[config.mk]
export PLATFORM = sky130hd
export DESIGN_NAME = seg7_scan_driver
export DESIGN_NICKNAME = d
export VERILOG_FILES = /design/src/rtl/seg7_scan_driver_pkg.sv /design/src/rtl/hex_to_7seg.sv /design/src/rtl/seg7_scan_driver.sv
export VERILOG_INCLUDE_DIRS = /design/src /design/src/rtl
export SDC_FILE = /design/constraint.sdc
export NUM_CORES = 1
export LEC_CHECK = 0
export ABC_AREA = 1
export CORE_MARGIN = 2
export CORE_UTILIZATION = 59
export CTS_CLUSTER_DIAMETER = 150
export CTS_CLUSTER_SIZE = 28
export DETAILED_ROUTE_END_ITERATION = 10
export PLACE_DENSITY = 0.82
export SYNTH_ARGS = -nofsm -noshare
export SYNTH_HDL_FRONTEND = slang
export SYNTH_SLANG_ARGS = --single-unit
[constraint.sdc]
create_clock -name clk -period 5.3 [get_ports clk]
set_clock_uncertainty 0.2 [all_clocks]
set_input_delay 1.06 -clock clk [delete_from_list [all_inputs] [get_ports clk]]
set_output_delay 1.06 -clock clk [all_outputs]
set_load 0.1 [all_outputs]
[src/rtl/seg7_defs.vh]
// Shared segment constants: active-low hex glyphs, dark segment word and all-off enables.
`ifndef SEG7_DEFS_VH
`define SEG7_DEFS_VH

localparam logic [7:0] SEG_OFF   = 8'hFF;
localparam logic [3:0] EN_OFF    = 4'hF;

localparam logic [7:0] SEG_HEX_0 = 8'hC0;
localparam logic [7:0] SEG_HEX_1 = 8'hF9;
localparam logic [7:0] SEG_HEX_2 = 8'hA4;
localparam logic [7:0] SEG_HEX_3 = 8'hB0;
localparam logic [7:0] SEG_HEX_4 = 8'h99;
localparam logic [7:0] SEG_HEX_5 = 8'h92;
localparam logic [7:0] SEG_HEX_6 = 8'h82;
localparam logic [7:0] SEG_HEX_7 = 8'hF8;
localparam logic [7:0] SEG_HEX_8 = 8'h80;
localparam logic [7:0] SEG_HEX_9 = 8'h90;
localparam logic [7:0] SEG_HEX_A = 8'h88;
localparam logic [7:0] SEG_HEX_B = 8'h83;
localparam logic [7:0] SEG_HEX_C = 8'hC6;
localparam logic [7:0] SEG_HEX_D = 8'hA1;
localparam logic [7:0] SEG_HEX_E = 8'h86;
localparam logic [7:0] SEG_HEX_F = 8'h8E;

`endif

[src/rtl/seg7_scan_driver_pkg.sv]
// Shared types and constants for the 4-digit multiplexed 7-segment scan driver.
package seg7_scan_driver_pkg;

`include "seg7_defs.vh"

    localparam int unsigned NUM_DIGITS = 4;
    localparam int unsigned HEX_W      = 4;

    // Frame snapshot taken at the 3->0 wrap so a refresh never mixes old and new data.
    typedef struct packed {
        logic [NUM_DIGITS-1:0][HEX_W-1:0] val;
        logic [NUM_DIGITS-1:0]            dp;
        logic [NUM_DIGITS-1:0]            blank;
    } shadow_t;

    localparam shadow_t SHADOW_RST = '{val: '0, dp: 4'h0, blank: 4'hF};

endpackage

[src/rtl/hex_to_7seg.sv]
// Combinational hex-to-segment decoder, active-low outputs with dp on bit 7.
module hex_to_7seg
    import seg7_scan_driver_pkg::*;
(
    input  logic [3:0] hex_i,
    input  logic       dp_i,
    output logic [7:0] seg_c_o
);

    always_comb begin
        seg_c_o = SEG_OFF;
        case (hex_i)
            4'h0: seg_c_o = SEG_HEX_0;
            4'h1: seg_c_o = SEG_HEX_1;
            4'h2: seg_c_o = SEG_HEX_2;
            4'h3: seg_c_o = SEG_HEX_3;
            4'h4: seg_c_o = SEG_HEX_4;
            4'h5: seg_c_o = SEG_HEX_5;
            4'h6: seg_c_o = SEG_HEX_6;
            4'h7: seg_c_o = SEG_HEX_7;
            4'h8: seg_c_o = SEG_HEX_8;
            4'h9: seg_c_o = SEG_HEX_9;
            4'hA: seg_c_o = SEG_HEX_A;
            4'hB: seg_c_o = SEG_HEX_B;
            4'hC: seg_c_o = SEG_HEX_C;
            4'hD: seg_c_o = SEG_HEX_D;
            4'hE: seg_c_o = SEG_HEX_E;
            4'hF: seg_c_o = SEG_HEX_F;
            default: seg_c_o = SEG_OFF;
        endcase
        if (dp_i) seg_c_o[7] = 1'b0;
    end

endmodule

[src/rtl/seg7_scan_driver.sv]
// Four-digit multiplexed 7-segment driver with guard-band dark time, frame-coherent
// shadowing of the inputs and optional leading-zero suppression.
module seg7_scan_driver
    import seg7_scan_driver_pkg::*;
#(
    parameter int unsigned CLK_FREQ_HZ  = 12000000,
    parameter int unsigned REFRESH_HZ   = 1000,
    parameter int unsigned GUARD_CYCLES = 2,
    parameter bit          LZ_BLANK     = 1'b0
) (
    input  logic       clk,
    input  logic       rst,
    input  logic [3:0] digit_0_in,
    input  logic [3:0] digit_1_in,
    input  logic [3:0] digit_2_in,
    input  logic [3:0] digit_3_in,
    input  logic [3:0] dp_in,
    input  logic [3:0] blank_in,
    output logic [3:0] en_disp,
    output logic [7:0] digit_out
);

    localparam int unsigned DIV   = CLK_FREQ_HZ / REFRESH_HZ;
    localparam int unsigned CNT_W = $clog2(DIV);

    logic [CNT_W-1:0] cnt_q, cnt_d;
    logic [1:0]       idx_q, idx_d;
    shadow_t          sh_q, sh_d;
    logic             first_q;
    logic [3:0]       en_q, en_d;
    logic [7:0]       seg_q, seg_d;

    logic             wrap;
    logic [3:0]       hex_c;
    logic             dp_c;
    logic [7:0]       dec_c;
    logic [3:0]       lz_c;

    hex_to_7seg u_dec (
        .hex_i   (hex_c),
        .dp_i    (dp_c),
        .seg_c_o (dec_c)
    );

    // Scan sequencing, shadow reload and next output word.
    always_comb begin
        wrap  = (cnt_q == CNT_W'(DIV - 1));
        cnt_d = wrap ? '0 : cnt_q + 1'b1;
        idx_d = wrap ? idx_q + 2'd1 : idx_q;

        sh_d = sh_q;
        if (first_q || (wrap && (idx_q == 2'd3))) begin
            sh_d.val   = {digit_3_in, digit_2_in, digit_1_in, digit_0_in};
            sh_d.dp    = dp_in;
            sh_d.blank = blank_in;
        end

        hex_c = sh_q.val[idx_q];
        dp_c  = sh_q.dp[idx_q];

        // A digit is a leading zero only if it and every more-significant digit are 0 without dp.
        lz_c    = 4'h0;
        lz_c[3] = (sh_q.val[3] == 4'h0) && !sh_q.dp[3];
        lz_c[2] = lz_c[3] && (sh_q.val[2] == 4'h0) && !sh_q.dp[2];
        lz_c[1] = lz_c[2] && (sh_q.val[1] == 4'h0) && !sh_q.dp[1];
        if (!LZ_BLANK) lz_c = 4'h0;

        en_d  = EN_OFF;
        seg_d = SEG_OFF;
        if (cnt_q >= CNT_W'(GUARD_CYCLES)) begin
            en_d = ~(4'b0001 << idx_q);
            if (!(sh_q.blank[idx_q] || lz_c[idx_q])) seg_d = dec_c;
        end
    end

    always_ff @(posedge clk or negedge rst) begin
        if (!rst) begin
            cnt_q   <= '0;
            idx_q   <= 2'd0;
            sh_q    <= SHADOW_RST;
            first_q <= 1'b1;
            en_q    <= EN_OFF;
            seg_q   <= SEG_OFF;
        end else begin
            cnt_q   <= cnt_d;
            idx_q   <= idx_d;
            sh_q    <= sh_d;
            first_q <= 1'b0;
            en_q    <= en_d;
            seg_q   <= seg_d;
        end
    end

    assign en_disp   = en_q;
    assign digit_out = seg_q;

endmodule

# [After elaboration in Yosys (flattened, before gate mapping)]
# Memories as Yosys holds them, arrays and structs flattened.
# Index checks and enable logic that the tools add are counted.
# Widths: inputs -> output; s select.
[op_classes] n_addsub=2 order_cmp=2 n_eq_ne=2 shift=1 n_mux=13 n_bitwise=1 reduce_logical=3
[ops] cell="$mux 8" count=2
[ops] cell="$add 14x1->14 const B" count=1
[ops] cell="$eq 14x14->1 const B" count=1
[ops] cell="$ge 14x2->1 const B" count=1
[ops] cell="$mux 14" count=1
[ops] cell="$bmux 4 s2" count=1
[ops] cell="$mux 4" count=2
[ops] cell="$bmux 1 s2" count=3
[ops] cell="$mux 1" count=4
[ops] cell="$not 4->4" count=1
[ops] cell="$shl 1x2->4 const A" count=1
[ops] cell="$lt 2x3->1 const B" count=1
[ops] cell="$add 2x1->2 const B" count=1
[ops] cell="$eq 2x2->1 const B" count=1
[ops] cell="$logic_or 1x1->1" count=2
[ops] cell="$logic_and 1x1->1" count=1
[word_totals] regBits=53 rom_bits=112 in_bits=26 output_inout_bits=12 word_cells=36 n_memories=1
[memory_table] name="(name not given)" depth=16 width=7 rd=1 rd_ports_with_merged_regs=0 wr=0 line_no="hex_to_7seg.sv:12" source="case (hex_i)"

# [Longest topological paths before layout]
[logic_depth] depth_word=5 mapped_depth=11 depth_no_buf=10

# [By module]
# From an unflattened synthesis, not the netlist that was laid out.
[unflattened] hier_cells=338 hier_area_um2=2742.6
[modules_own_cells] mod="seg7_scan_driver" instances=1 cells_each=288 area_each_um2=2464.9 seq_area_each_um2=1347.5
[modules_own_cells] mod="hex_to_7seg" instances=1 cells_each=50 area_each_um2=277.8 seq_area_each_um2=0.0

# [Least setup slack after synthesis]
# OpenSTA, ideal clock, no wires.
[synth_path] path_kind="reg-to-output" from="register seg_q[0], in the netlist digit_out[0]" to="output port digit_out[0]" t_arrival_ps=823 required_ps=4040 slack_ps=3217 path_stages_with_launch=1 n_path_buf=0 cell_sequence="dfstp_2"
[synth_rtl] element="from (decl)" line_no="seg7_scan_driver.sv:31" source="logic [7:0] seg_q, seg_d;"
[synth_rtl] element="from (signal assigned)" line_no="seg7_scan_driver.sv:90" source="seg_q <= seg_d;"
[synth_rtl] element="to (decl)" line_no="seg7_scan_driver.sv:20" source="output logic [7:0] digit_out"
# No word-level cell between the ends.

# [Final worst setup path]
[layout_path] from="register seg_q[5], in the netlist digit_out[5]" to="output port digit_out[5]"
# No word-level cell between the ends.

==> flow_results.org <==
** Run status
- Outcome :: finished clean

** Detailed routing
- Number of violations reported at the end of detailed-routing iteration 0 :: 243
- In the final routed layout, each cell accounts on average for around 13 um.
- In the routed layout, each cell is associated on average with a via count of 5.28.
- Routed Wire Length :: 5420 um
- Detailed Routing Iterations Pass 1 :: 4
- # DRC :: 0
- Residual antenna-violating net count after detailed routing :: 0
- Via count :: between 2000 and 2500

** STA
- Final sum of negative setup slack :: 0 ns
- Final slew viol count :: 0
- Setup violations remaining at the end of the flow were counted as 0.
- Hold is met by just under 0.3 ns.
- The total count of hold-check failures in the final report was 0.
- Timing would allow up to 311 MHz.
- Post-route minimum period :: 3.21 ns
- Actual slew at the worst max-slew pin :: 0.967 ns
- The worst pin sits at a relative slew slack of a little over a third.
- Final setup margin :: between 2 and 2.5 ns
- After layout, the worst path uses ~61% of the clock period.
- Setup repair after global routing left no endpoint under its margin.

** Floorplanning
- The region available for standard cell placement spans about 4400 um2.
- Chip width :: just over 70 um
- Initial cell density of the core :: 62.3%
- Area enclosed by the die boundary :: 5220 um2
- Vert. Die Dim :: between 70 and 80 um
- Pin placement for this block handled 38 I/O pins.
- After floorplanning, the core was divided into 24 placement rows.

** Placed design
- Dpl cell area :: 3120 um2
- Post-detail-place hpwl :: around 3900 um
- Port buffering added 37 buffers.
- Setup Slack @ Placement :: 2.41 ns
- Routability congestion estimate :: about 0.87

** Synthesis
- After synthesis, flip-flops and latches occupy 49.0% of the total area.
- Average cell area after synthesis :: 8.02 um2
- The number of nets handed over by synthesis was between 300 and 400.
- Of all cell types, the one taking the most synthesized area is sky130_fd_sc_hd__dfrtp_1.
- Synthesis produced 343 cells.
- The share of synthesized area in the top cell type comes to about a third.
- Count of distinct cell types in the synthesized netlist :: 29
- Yosys Warn Count :: 0
- Flop and latch count out of synthesis :: 53
- In this run the cell area of the synthesized design comes to around 2800 um2.
- By area the synthesized netlist is led by sky130_fd_sc_hd__dfrtp_1 (33%), sky130_fd_sc_hd__nand2_1 (17%), sky130_fd_sc_hd__dfstp_2 (16%).

** Global routing
- Entering global routing, the biggest net connects 54 pins.
- The total overflow left after global routing is 0.
- Number of global-route vias before repair :: ~2200
- Total track usage :: around a quarter
- The first global-routing pass estimated ~9500 um of wire.
- Number of antenna violations at the first check in global routing :: 0

** Critical path
- Arrival time of the worst setup path :: around 2.0 ns
- At the worst endpoint, the required time is 4.04 ns.
- STA classifies the critical path endpoint as a primary output.
- By startpoint and endpoint, the worst setup path is classified as register to primary output.
- The slowest stage of the critical path is the sky130_fd_sc_hd__clkdlybuf4s50_1 cell.
- Highest fanout seen on the critical path :: 1
- The startpoint identified for the worst register-to-register timing path is idx_q[0].
- Largest incremental delay on the critical path :: roughly 1.1 ns
- Register-to-register setup slack :: a little under 3 ns
- Type of element launching the critical path :: register
- Chain of cells forming the critical path :: clkdlybuf4s50_1
- The critical path starts at digit_out[5].
- Together, buffers and inverters on the worst path number 1.
- Dominant delay contributor by cell family on the critical path :: buffers and inverters

** Finish
- Cells with a size suffix above 1 make up 8.97% of the layout.
- Register Area :: between 1000 and 1500 um2
- Filler cell count :: about 360
- Final antenna diode count :: 0
- After routing the design area is approximately 3200 um2.
- At the end of the flow, the number of nets in the layout was 416.
- Final Util :: ~73%
- Multi-input gate area in the final layout :: around 1200 um2
- From synthesis to final layout, the design area changed by 16.5%.

** Clocking
- Insertion delay to the later sink of the worst-skew pair :: slightly above 0.3 ns
- The longest clock path from root to sink contains 2 buffers.
- CTS tree :: yes
- After clock tree synthesis, the setup repair step added 0 buffers.
- Clock tree synthesis found a total of 53 sinks.
- After clock tree synthesis, the flow added hold-fix buffers numbering 0.
- The number of gates resized after CTS was 0.
- CTS placed an instance of sky130_fd_sc_hd__clkbuf_8 at the clock tree root.
- The H-tree was split into 2 levels.
- CTS Buf Count :: 5
- After clock tree synthesis, the clock-pin slew on the worst setup and hold paths is around 0.090 ns.

** Power
- Internal power :: between 500 and 600 uW
- Power per cell area :: ~260 nW/um2
- Clock network fraction of design power :: about a quarter
- Reported leakage power :: ~1.6 nW
- Switching part of the total power :: 30.5%
- Sequential Power Share :: between 50% and 60%
- Across the VDD grid, the largest voltage drop is roughly 0.18 mV.
- Combinational power share :: 21.0%
- P_sw :: between 200 and 300 uW

** Worst hold path
- The startpoint identified for the worst hold timing path is sh_q[2].
- The path class of the tightest hold or removal check is register to register.

** Flow run
- Maximum capacitance violations :: 0
## per-layer routing
layer / track usage (%) / share of wire (%) / vias to the layer above
li1: - / - / 1156
met1: 29.7 / 45 / 1029
met2: 38.1 / 47 / 76
met3: 5.42 / 5.7 / 13
met4: 10.7 / 2.3 / 0
met5: 0 / 0 / -
## cells in the mapped netlist
library cell	n
sky130_fd_sc_hd__nand3_1	55
sky130_fd_sc_hd__nand2_2	2
sky130_fd_sc_hd__nand3_2	1
sky130_fd_sc_hd__o21bai_1	1
sky130_fd_sc_hd__nor3_4	1
sky130_fd_sc_hd__nand3b_1	1
sky130_fd_sc_hd__ha_1	12
sky130_fd_sc_hd__nor3_1	7
sky130_fd_sc_hd__nand4_1	3
sky130_fd_sc_hd__dfrtp_1	36
sky130_fd_sc_hd__nand2_1	121
sky130_fd_sc_hd__buf_4	2
sky130_fd_sc_hd__o22ai_1	1
sky130_fd_sc_hd__nor2_1	29
sky130_fd_sc_hd__xor2_1	4
sky130_fd_sc_hd__and2_1	1
sky130_fd_sc_hd__buf_2	4
sky130_fd_sc_hd__nor2_2	2
sky130_fd_sc_hd__nand3_4	1
sky130_fd_sc_hd__inv_1	24
sky130_fd_sc_hd__a21oi_1	4
sky130_fd_sc_hd__dfstp_2	17
sky130_fd_sc_hd__nor4_1	1
sky130_fd_sc_hd__o21ai_0	5
sky130_fd_sc_hd__nand2_4	1
sky130_fd_sc_hd__conb_1	1
sky130_fd_sc_hd__buf_1	2
sky130_fd_sc_hd__buf_6	2
sky130_fd_sc_hd__inv_2	2
## stage by stage
stage,power [mW],std cells
6_report,0.840,431
5_1_grt,0.878,431
4_1_cts,0.850,431
3_5_place_dp,0.634,423
3_3_place_gp,0.629,423
2_1_floorplan,0.579,343
## cell families (layout without fill, tap and decap cells)
family,after synthesis,after routing,synth area share (%)
compound gates,11,11,2.14
xor+xnor,4,4,1.27
flops,53,53,49.0
other cells,1,1,0.136
simple gates,226,226,36.1
fa+ha+maj,12,12,5.46
buf+inv,36,72,5.91
## power by group through the flow
stage | registers [mW] | clock network, mW | logic, mW
finish | 0.450 | 0.214 | 0.176
floorplan | 0.524 | 0 | 0.0549
CTS | 0.450 | 0.224 | 0.177
detailed placement | 0.458 | 0 | 0.176
global placement | 0.456 | 0 | 0.173
global route | 0.453 | 0.234 | 0.191
## area by class of cell
| type | instances | area share (%) |
|---|---|---|
| Clock buffer | 7 | 2.38 |
| Clock inverter | 1 | 0.117 |
| Inverter | 26 | 3.05 |
| Multi-Input combinational cell | 254 | 38.7 |
| Sequential cell | 53 | 42.1 |
| Tap cell | 52 | 2.03 |
| Timing Repair Buffer | 38 | 11.6 |
## registers in the layout, indices dropped and copies added (netlist names)
name / count
sh_q: 24
cnt_q: 14
digit_out: 8
en_disp: 4
idx_q: 2
first_q: 1
## worst paths after layout
check	endpoint	cells past startpoint
setup / recovery	digit_out[5]	1
hold / removal	sh_q[2]	2
setup reg to reg	digit_out[0]	10
hold reg to reg	sh_q[2]	2
max in group asynchronous	cnt_q[7]	2
min in group asynchronous	cnt_q[10]	2
## layout by cell type, fill, tap and decap left out, drive strengths merged, types with 2 or more instances in the layout
cell           count
nor3               8
buf                2
nand2            124
dfstp             17
clkbuf             7
inv               26
o21ai              5
dfrtp             36
ha                12
nand4              3
a21oi              4
xor2               4
clkdlybuf4s50     36
nor2              31
nand3             57
Note: power is estimated with default switching activity, not from simulation.
